$ cat src/rtl/tx_pkt_scheduler.sv
// tx_pkt_scheduler: packet-level BPSK/QPSK sequencer for the PSK transmit path.
// Starts each packet, tracks payload beats, waits for pkt_sent and enforces the inter-packet gap.
module tx_pkt_scheduler #(
  parameter int CNT_W   = 16,
  parameter int GAP_W   = 16,
  parameter int TIMEOUT = 4096
) (
  input  logic             clk,
  input  logic             rst_n,
  input  logic             clk_enable,
  input  logic             cfg_en,
  input  logic [7:0]       cfg_mode_pattern,
  input  logic [2:0]       cfg_pattern_len,
  input  logic [CNT_W-1:0] cfg_num_pkts,
  input  logic [GAP_W-1:0] cfg_gap,
  input  logic [15:0]      payload_length,
  input  logic             mon_tvalid,
  input  logic             mon_tready,
  input  logic             mon_tlast,
  input  logic             pkt_sent,
  output logic             pkt_start,
  output logic             pkt_is_bpsk,
  output logic [15:0]      payload_length_symbs,
  output logic             busy,
  output logic             done,
  output logic [CNT_W-1:0] pkt_count,
  output logic             timeout_err,
  output logic             len_err
);

  localparam int TMO_W = $clog2(TIMEOUT) + 32'sd1;
  localparam logic [CNT_W-1:0] CNT_ZERO = {CNT_W{1'b0}};
  localparam logic [CNT_W-1:0] CNT_ONE  = {{(CNT_W-1){1'b0}}, 1'b1};
  localparam logic [GAP_W-1:0] GAP_ZERO = {GAP_W{1'b0}};
  localparam logic [GAP_W-1:0] GAP_ONE  = {{(GAP_W-1){1'b0}}, 1'b1};
  localparam logic [TMO_W-1:0] TMO_ZERO = {TMO_W{1'b0}};
  localparam logic [TMO_W-1:0] TMO_ONE  = {{(TMO_W-1){1'b0}}, 1'b1};
  localparam logic [TMO_W-1:0] TMO_LAST = TMO_W'(TIMEOUT - 32'sd1);

  typedef enum logic [2:0] {
    S_IDLE   = 3'd0,
    S_START  = 3'd1,
    S_STREAM = 3'd2,
    S_DRAIN  = 3'd3,
    S_GAP    = 3'd4,
    S_DONE   = 3'd5
  } state_t;

  state_t           state_r;
  logic [7:0]       pattern_r;
  logic [2:0]       pat_len_r;
  logic [CNT_W-1:0] num_pkts_r;
  logic [GAP_W-1:0] gap_r;
  logic [15:0]      payload_len_r;
  logic [2:0]       idx_r;
  logic [15:0]      beat_cnt_r;
  logic [TMO_W-1:0] tmo_cnt_r;
  logic [GAP_W-1:0] gap_cnt_r;
  logic             en_drop_r;

  logic             pkt_start_r;
  logic             pkt_is_bpsk_r;
  logic [15:0]      symbs_r;
  logic             busy_r;
  logic             done_r;
  logic [CNT_W-1:0] pkt_count_r;
  logic             timeout_err_r;
  logic             len_err_r;

  logic             beat_s;
  logic             len_bad_s;
  logic [2:0]       idx_adv_s;
  logic [CNT_W-1:0] count_inc_s;
  logic             post_bpsk_s;
  logic             tmo_hit_s;
  logic             gap_end_s;
  logic             post_go_s;
  state_t           post_state_s;
  logic             post_busy_s;

  function automatic logic [15:0] symbs_of(input logic [15:0] len_bits, input logic bpsk);
    symbs_of = bpsk ? len_bits : (len_bits >> 1);
  endfunction

  // Beat detection, length check and the shared end-of-packet decision.
  always_comb begin
    beat_s      = mon_tvalid & mon_tready;
    len_bad_s   = (({1'b0, beat_cnt_r} + 17'd1) != {1'b0, symbs_r});
    idx_adv_s   = (idx_r == pat_len_r) ? 3'd0 : (idx_r + 3'd1);
    count_inc_s = pkt_count_r + CNT_ONE;
    post_bpsk_s = pattern_r[idx_adv_s];
    tmo_hit_s   = (tmo_cnt_r == TMO_LAST);
    gap_end_s   = (gap_cnt_r == (gap_r - GAP_ONE));
    case (state_r)
      S_STREAM: post_go_s = beat_s & mon_tlast & pkt_sent;
      S_DRAIN:  post_go_s = pkt_sent | tmo_hit_s;
      default:  post_go_s = 1'b0;
    endcase
    if ((num_pkts_r != CNT_ZERO) && (count_inc_s == num_pkts_r)) begin
      post_state_s = S_DONE;
    end else if (!cfg_en) begin
      post_state_s = S_IDLE;
    end else if (gap_r != GAP_ZERO) begin
      post_state_s = S_GAP;
    end else begin
      post_state_s = S_START;
    end
    post_busy_s = (post_state_s == S_GAP) || (post_state_s == S_START);
  end

  // Sequencer FSM; pkt_start and the packet attributes are set on entry to START.
  always_ff @(posedge clk or negedge rst_n) begin
    if (!rst_n) begin
      state_r       <= S_IDLE;
      pattern_r     <= 8'd0;
      pat_len_r     <= 3'd0;
      num_pkts_r    <= CNT_ZERO;
      gap_r         <= GAP_ZERO;
      payload_len_r <= 16'd0;
      idx_r         <= 3'd0;
      beat_cnt_r    <= 16'd0;
      tmo_cnt_r     <= TMO_ZERO;
      gap_cnt_r     <= GAP_ZERO;
      en_drop_r     <= 1'b0;
      pkt_start_r   <= 1'b0;
      pkt_is_bpsk_r <= 1'b0;
      symbs_r       <= 16'd0;
      busy_r        <= 1'b0;
      done_r        <= 1'b0;
      pkt_count_r   <= CNT_ZERO;
      timeout_err_r <= 1'b0;
      len_err_r     <= 1'b0;
    end else if (clk_enable) begin
      pkt_start_r <= 1'b0;
      case (state_r)
        S_IDLE: begin
          if (cfg_en) begin
            pattern_r     <= cfg_mode_pattern;
            pat_len_r     <= cfg_pattern_len;
            num_pkts_r    <= cfg_num_pkts;
            gap_r         <= cfg_gap;
            payload_len_r <= payload_length;
            pkt_count_r   <= CNT_ZERO;
            idx_r         <= 3'd0;
            timeout_err_r <= 1'b0;
            len_err_r     <= 1'b0;
            pkt_start_r   <= 1'b1;
            pkt_is_bpsk_r <= cfg_mode_pattern[0];
            symbs_r       <= symbs_of(payload_length, cfg_mode_pattern[0]);
            busy_r        <= 1'b1;
            done_r        <= 1'b0;
            state_r       <= S_START;
          end
        end
        S_START: begin
          beat_cnt_r <= 16'd0;
          state_r    <= S_STREAM;
        end
        S_STREAM: begin
          if (beat_s) begin
            beat_cnt_r <= beat_cnt_r + 16'd1;
            if (mon_tlast) begin
              if (len_bad_s) begin
                len_err_r <= 1'b1;
              end
              tmo_cnt_r <= TMO_ZERO;
              state_r   <= S_DRAIN;
            end
          end
        end
        S_DRAIN: begin
          if (tmo_hit_s & ~pkt_sent) begin
            timeout_err_r <= 1'b1;
          end
          tmo_cnt_r <= tmo_cnt_r + TMO_ONE;
        end
        S_GAP: begin
          if (!cfg_en) begin
            en_drop_r <= 1'b1;
          end
          gap_cnt_r <= gap_cnt_r + GAP_ONE;
          if (gap_end_s) begin
            // A drop of cfg_en anywhere in the gap ends the run once the gap expires.
            if (en_drop_r | ~cfg_en) begin
              busy_r  <= 1'b0;
              state_r <= S_IDLE;
            end else begin
              pkt_start_r   <= 1'b1;
              pkt_is_bpsk_r <= pattern_r[idx_r];
              symbs_r       <= symbs_of(payload_len_r, pattern_r[idx_r]);
              state_r       <= S_START;
            end
          end
        end
        S_DONE: begin
          if (!cfg_en) begin
            done_r  <= 1'b0;
            state_r <= S_IDLE;
          end
        end
        default: begin
          busy_r  <= 1'b0;
          done_r  <= 1'b0;
          state_r <= S_IDLE;
        end
      endcase
      // End of packet: overrides the DRAIN hand-off taken above when pkt_sent coincides with tlast.
      if (post_go_s) begin
        pkt_count_r <= count_inc_s;
        idx_r       <= idx_adv_s;
        gap_cnt_r   <= GAP_ZERO;
        en_drop_r   <= 1'b0;
        busy_r      <= post_busy_s;
        done_r      <= (post_state_s == S_DONE);
        state_r     <= post_state_s;
        if (post_state_s == S_START) begin
          pkt_start_r   <= 1'b1;
          pkt_is_bpsk_r <= post_bpsk_s;
          symbs_r       <= symbs_of(payload_len_r, post_bpsk_s);
        end
      end
    end
  end

  assign pkt_start            = pkt_start_r;
  assign pkt_is_bpsk          = pkt_is_bpsk_r;
  assign payload_length_symbs = symbs_r;
  assign busy                 = busy_r;
  assign done                 = done_r;
  assign pkt_count            = pkt_count_r;
  assign timeout_err          = timeout_err_r;
  assign len_err              = len_err_r;

endmodule
$ cat config.mk
export PLATFORM = sky130hd
export DESIGN_NAME = tx_pkt_scheduler
export DESIGN_NICKNAME = d
export VERILOG_FILES = /design/src/rtl/tx_pkt_scheduler.sv
export SDC_FILE = /design/constraint.sdc
export NUM_CORES = 1
export LEC_CHECK = 0
export CORE_UTILIZATION = 30
export CTS_BUF_LIST = sky130_fd_sc_hd__clkbuf_4
export DETAILED_ROUTE_END_ITERATION = 8
export GPL_TIMING_DRIVEN = 1
export PLACE_DENSITY_LB_ADDON = 0.08
export SYNTH_ARGS = -nofsm -noshare
export SYNTH_HDL_FRONTEND = slang
export SYNTH_SLANG_ARGS = --single-unit
$ cat constraint.sdc
create_clock -name clk -period 8 [get_ports clk]
set_clock_uncertainty 0.1 [all_clocks]
set_input_delay 2 -clock clk [delete_from_list [all_inputs] [get_ports clk]]
set_output_delay 2 -clock clk [all_outputs]
set_load 0.01 [all_outputs]
Yosys cells after proc, flatten, opt, wreduce, memory -nomap -nowiden
Cells that the tools add are included.
- bits of input ports: 67
- register bits: 149
- output and inout bits: 38
- logic and storage cells: 158
- eq/ne operators: 28
- bitwise logic cells: 8
- $add $sub $neg: 7
- $lt $le $gt $ge: 2
- reductions and logical operators: 25
- multiplexer cells: 69
- operators by type and width (operator ; number):
    $mux 16 ; 14
    $pmux 16 s2 ; 2
    $add 16x1->16 const B ; 3
    $mux 3 ; 13
    $eq 16x16->1 ; 2
    $reduce_bool 16->1 ; 2
    $mux 1 ; 27
    $mux 13 ; 2
    $pmux 13 s2 ; 1
    $ne 3x3->1 const B ; 6
    $pmux 3 s6 ; 1
    $add 16x1->17 const B ; 1
    $ne 17x16->1 ; 1
    $sub 16x1->16 const B ; 1
    $reduce_bool 2->1 ; 7
    $add 13x1->13 const B ; 1
    $eq 13x12->1 const B ; 1
    $eq 3x3->1 const B ; 4
    $ne 2x2->1 const B ; 6
    $reduce_and 3->1 ; 4
    $reduce_and 4->1 ; 3
    $pmux 1 s2 ; 5
    $lt 3x4->1 const B ; 2
    $reduce_or 4->1 ; 2
    17 further kinds ; 28

Logic depth before layout (Yosys ltp)
- word-level depth: 8
- gate-level depth with buffers: 13
- depth with buffers taken out: 10

Least setup slack after synthesis
No wires, ideal clock.
- kind: input to register
- start point: in mon_tlast
- end point: reg pkt_count_r[8], in the netlist pkt_count[8]
- path buffers: 2
- data required time: 7765 ps
- path slack: 4248 ps
- data arrival time: 3518 ps
- setup time: 135 ps
- stages: 9
- cell sequence: a31o_2 -> nand2_1 -> a21oi_1 -> and3_1 -> clkbuf_1 -> a21oi_1 -> clkbuf_1 -> o21ai_0 -> o41ai_1
- word-level cells in the longest chain between the ends: 5
- elaborated cells on any way between the ends: 7
- those cells by class: mux: 2; bitwise: 2; reduce/logical: 3
- ends and longest elaborated chain (item ; RTL line ; text):
    start, declared ; 19 ; input logic mon_tlast,
    $and 1x1->1 * (2 in a row) ; 95 ; S_STREAM: post_go_s = beat_s & mon_tlast & pkt_sent;
    $pmux 1 s2 * ; 94 ; case (state_r)
    $reduce_bool 2->1 (no source line) ; n/a ;
    $reduce_and 3->1 (no source line) ; n/a ;
    end signal, assigned ; 209 ; pkt_count_r <= count_inc_s;
    end, declared ; 66 ; logic [CNT_W-1:0] pkt_count_r;
Mark *: on every way between the ends. The rest lies on a longest branch, timed or not.
A chain may end at the register's enable or synchronous reset.

Worst setup path in the final report
- start point: reg gap_r[2]
- end point: reg state_r[0]
- word-level cells in the longest chain between the ends: 5
- elaborated cells on any way between the ends: 9
- those cells by class: add/sub: 1; eq/ne: 2; mux: 4; reduce/logical: 2
- ends and longest elaborated chain (item ; RTL line ; text):
    start, declared ; 53 ; logic [GAP_W-1:0] gap_r;
    start signal, assigned ; 141 ; gap_r <= cfg_gap;
    parallel branches: the longest is 5 deep, another holds $sub 16x1->16 ; n/a ;
    end signal, assigned ; 215 ; state_r <= post_state_s;
    end, declared ; 49 ; state_t state_r;
Several ways; the timed one is not identified.

==> summary.md <==
| Metric | Value |
|---|---|
| Status | `complete, but fails checks` |
| Failing checks | `DRC` |
| Post-cts resize count | `0` |
| Fin. Hold Viols | `0` |
| Syn Nets | `1087` |
| Seq pwr share | `40.2%` |
| Critical path endpoint category | `flip-flop` |
| Inserted Clock Buffers | `17` |
| Gpl congestion | `0.7839` |
| Worst R2R Start | `gap_r[2]` |
| Setup_tns | `0 ns` |
| Placed cell count | `1465` |
| Clk network pwr share | `15.2%` |
| Hold-fix buffers, CTS | `0` |
| TritonCTS clock tree | `yes` |
| Power per Cell Area | `294.3 mW/mm^2` |
| Ranking of synthesized cells by area | `dfrtp_1 39%, mux2_2 9.4%, xnor2_1 3.9%` |
| Routed Wire Length | `27110 microns` |
| Worst slew pin tran | `1.133 ns` |
| Mapped Avg Cell Area | `9.364 sq um` |
| Pleak | `4.529 nW` |
| Vias | `7852` |
| Pre-Repair DR Iteration Count | `7` |
| Most frequent cell after synthesis | `dfrtp_1` |
| Post-synth top flop | `dfrtp_1` |
| DRC Markers | `4` |
| Clock tree root buffer cell | `clkbuf_4` |
| Clock sinks | `149` |
| Maximum clock rate | `226.7 MHz` |
| Num rows | `64` |
| Core Box Area | `0.03083 sq mm` |
| Routed len/inst | `18.10 microns` |
| Rel. slew slack | `23.90%` |
| Clock Path Buffers | `2` |
| Syn Std Cell Area | `0.009495 sq mm` |
| Final worst setup slack | `3.589 ns` |
| Worst R2R End | `state_r[0]` |
| First-pass GRT wire length | `44620 microns` |
| Crit Path Max Fanout | `20` |
| DRT iter0 DRCs | `444` |
| Sw Ratio | `41.76%` |
| Req. time, crit path | `8.36 ns` |
| Number of synthesized register bits | `149` |
| Antenna violations before repair | `1` |
| Die span in y | `179.9 microns` |
| Critical Path Start | `gap_r[2]` |
| Layout Cells excl Fill | `1498` |
| P&R area growth vs syn | `17.21%` |
| Fin. max-slew vios | `0` |
| Dpl hpwl | `18980 microns` |
| Comb pwr share | `44.7%` |
| Clk_lat worst skew | `0.58 ns` |
| Fill cell count | `3136` |
| Hold WC Path Type | `flip-flop to flip-flop` |
| YS warnings | `0` |
| Die extent in x | `179.9 microns` |
| Gr usage total | `17.29%` |
| H-tree depth | `4` |
| Initial Util | `30.80%` |
| Synth area leader | `dfrtp_1` |
| P_int | `1.907 mW` |
| Final nets | `1161` |
| Proportion of layout cells with a drive suffix above 1 | `13.53%` |
| Fraction of registers with async set/reset | `100.0%` |
| IO Pins | `105` |
| Die ar. | `0.03237 sq mm` |
| Vias per cell | `5.242` |
| Vias in the first global route | `7749` |
| Largest net degree at the start of global routing | `104` |
| Maximum vdd drop | `0.1228 mV` |
| Max-Cap Viols | `0` |
| Reg2reg setup slack | `3.59 ns` |
| Sequential share of the synthesized area | `39.27%` |
| DP Worst Slack | `3.386 ns` |
| Min Tclk post-route | `4.411 ns` |
| Crit path kind | `flip-flop to flip-flop` |
| CP Data Arrival Time | `4.77 ns` |
| Total grt overflow | `0` |
| RSZ-0062 raised after global routing | `false` |
| Post-DRT Antenna Nets | `0` |
| CP Launch Type | `flip-flop` |
| Syn Inst Count | `1014` |
| Net switching power | `1.368 mW` |
| Post-synthesis cell type count | `78` |
| Post-synth top cells | `149 x dfrtp_1, 88 x nor2_1, 83 x nand2_1` |
| Number of synthesized flops with an enable pin | `0` |
| Final worst-path cycle share | `55.14%` |
| IO Port Bufs | `104` |
| Setup crit end | `state_r[0]` |
| Setup violations, final | `0` |
| Clock-pin transition on the worst setup and hold timing paths | `0.14 ns` |
| Post-CTS Setup Bufs | `0` |
| Synth top area share | `39.27%` |
| R2R depth | `8` |
## layout by cell type, fill, tap and decap left out, drive strengths merged, types with 7 or more instances in the layout
cell type      count
a211oi             8
a21oi             44
a31oi             12
and2              12
and3              17
buf               13
clkbuf            17
clkdlybuf4s50    103
dfrtp            149
inv               34
mux2              81
mux2i             35
nand2             83
nand2b             8
nand3             42
nand4             20
nor2              88
nor2b              7
nor3              17
nor4              16
o21ai             73
o22ai             16
o31ai             14
o41ai             19
xnor2             42
xor2              36
## power by group through the flow
| stage | clock network, mW | logic, mW | registers (mW) |
|---|---|---|---|
| 6_report | 0.497 | 1.46 | 1.32 |
| 5_1_grt | 0.555 | 1.63 | 1.36 |
| 4_1_cts | 0.524 | 1.48 | 1.32 |
| 3_5_place_dp | 0 | 1.47 | 1.33 |
| 3_3_place_gp | 0 | 1.47 | 1.33 |
| 2_1_floorplan | 0 | 1.08 | 1.21 |
## cell type report
cell class	instances	area, sq um	share of cell area (%)
multi-input combinational	774	5376	48.31
tap	396	495.5	4.452
inverter	30	112.6	1.012
clock inverter	15	153.9	1.383
sequential	149	3729	33.50
antenna	1	2.502	0.02248
timing repair buffer	116	1132	10.17
clock buffer	17	127.6	1.147
## registers in the layout, indices dropped and copies added (netlist names)
register and cells:
beat_cnt_r 16, busy 1, done 1, en_drop_r 1, gap_cnt_r 16, gap_r 16
idx_r 3, len_err 1, num_pkts_r 16, pat_len_r 3, pattern_r 8, payload_len_r 16
payload_length_symbs 16, pkt_count 16, pkt_is_bpsk 1, pkt_start 1, state_r 3, timeout_err 1
tmo_cnt_r 13
## worst min path at each step
stage	start	end	slack (ns)	cells past startpoint
after floorplan	tmo_cnt_r[8]	tmo_cnt_r[8]	0.34	1
after global placement	tmo_cnt_r[8]	tmo_cnt_r[8]	0.38	1
after detailed placement	tmo_cnt_r[8]	tmo_cnt_r[8]	0.38	1
after CTS	tmo_cnt_r[8]	tmo_cnt_r[8]	0.40	1
after global routing	tmo_cnt_r[8]	tmo_cnt_r[8]	0.42	1
final	tmo_cnt_r[8]	tmo_cnt_r[8]	0.40	1
## metal layers
| metal | share of wire [%] | GRT usage [%] | vias up |
|---|---|---|---|
| li1 | - | - | 3860 |
| met1 | 50 | 24.73 | 3833 |
| met2 | 46 | 27.32 | 154 |
| met3 | 3.4 | 3.160 | 5 |
| met4 | 0.49 | 3.034 | 0 |
| met5 | 0 | 0 | - |
## critical path: stages, from the launching register on
cell      delay [ns]
dfrtp_1         0.47
nor3_1          0.94
and3_1          0.34
a211oi_1        0.09
o31a_1          0.32
or4_1           0.94
or2_2           0.48
a211oi_2        0.28
mux2_1          0.34
## stage by stage
step	utilization (%)	cell area, sq um	hold WS (ns)	power (mW)
4_1_cts	36.09	11130	0.3989	3.317
5_1_grt	36.10	11130	0.4164	3.545
2_1_floorplan	-	9495	0.3441	2.292
3_5_place_dp	35.18	10850	0.3773	2.804
3_3_place_gp	35.18	10850	0.3806	2.796
6_report	36.10	11130	0.4023	3.275
## cell families (layout without fill, tap and decap cells)
kind of cell,count (synthesis),in the layout,share of synthesized area [%]
AND/OR/NAND/NOR,335,335,18.04
AO/OA/AOI/OAI,237,237,16.63
flip-flops,149,149,39.27
multiplexers,118,118,13.81
buffers and inverters,91,178,4.269
XOR/XNOR,78,78,7.195
adder cells (fa/ha/maj),6,6,0.7906
other,0,1,0
Note: power is estimated with default switching activity, not from simulation.
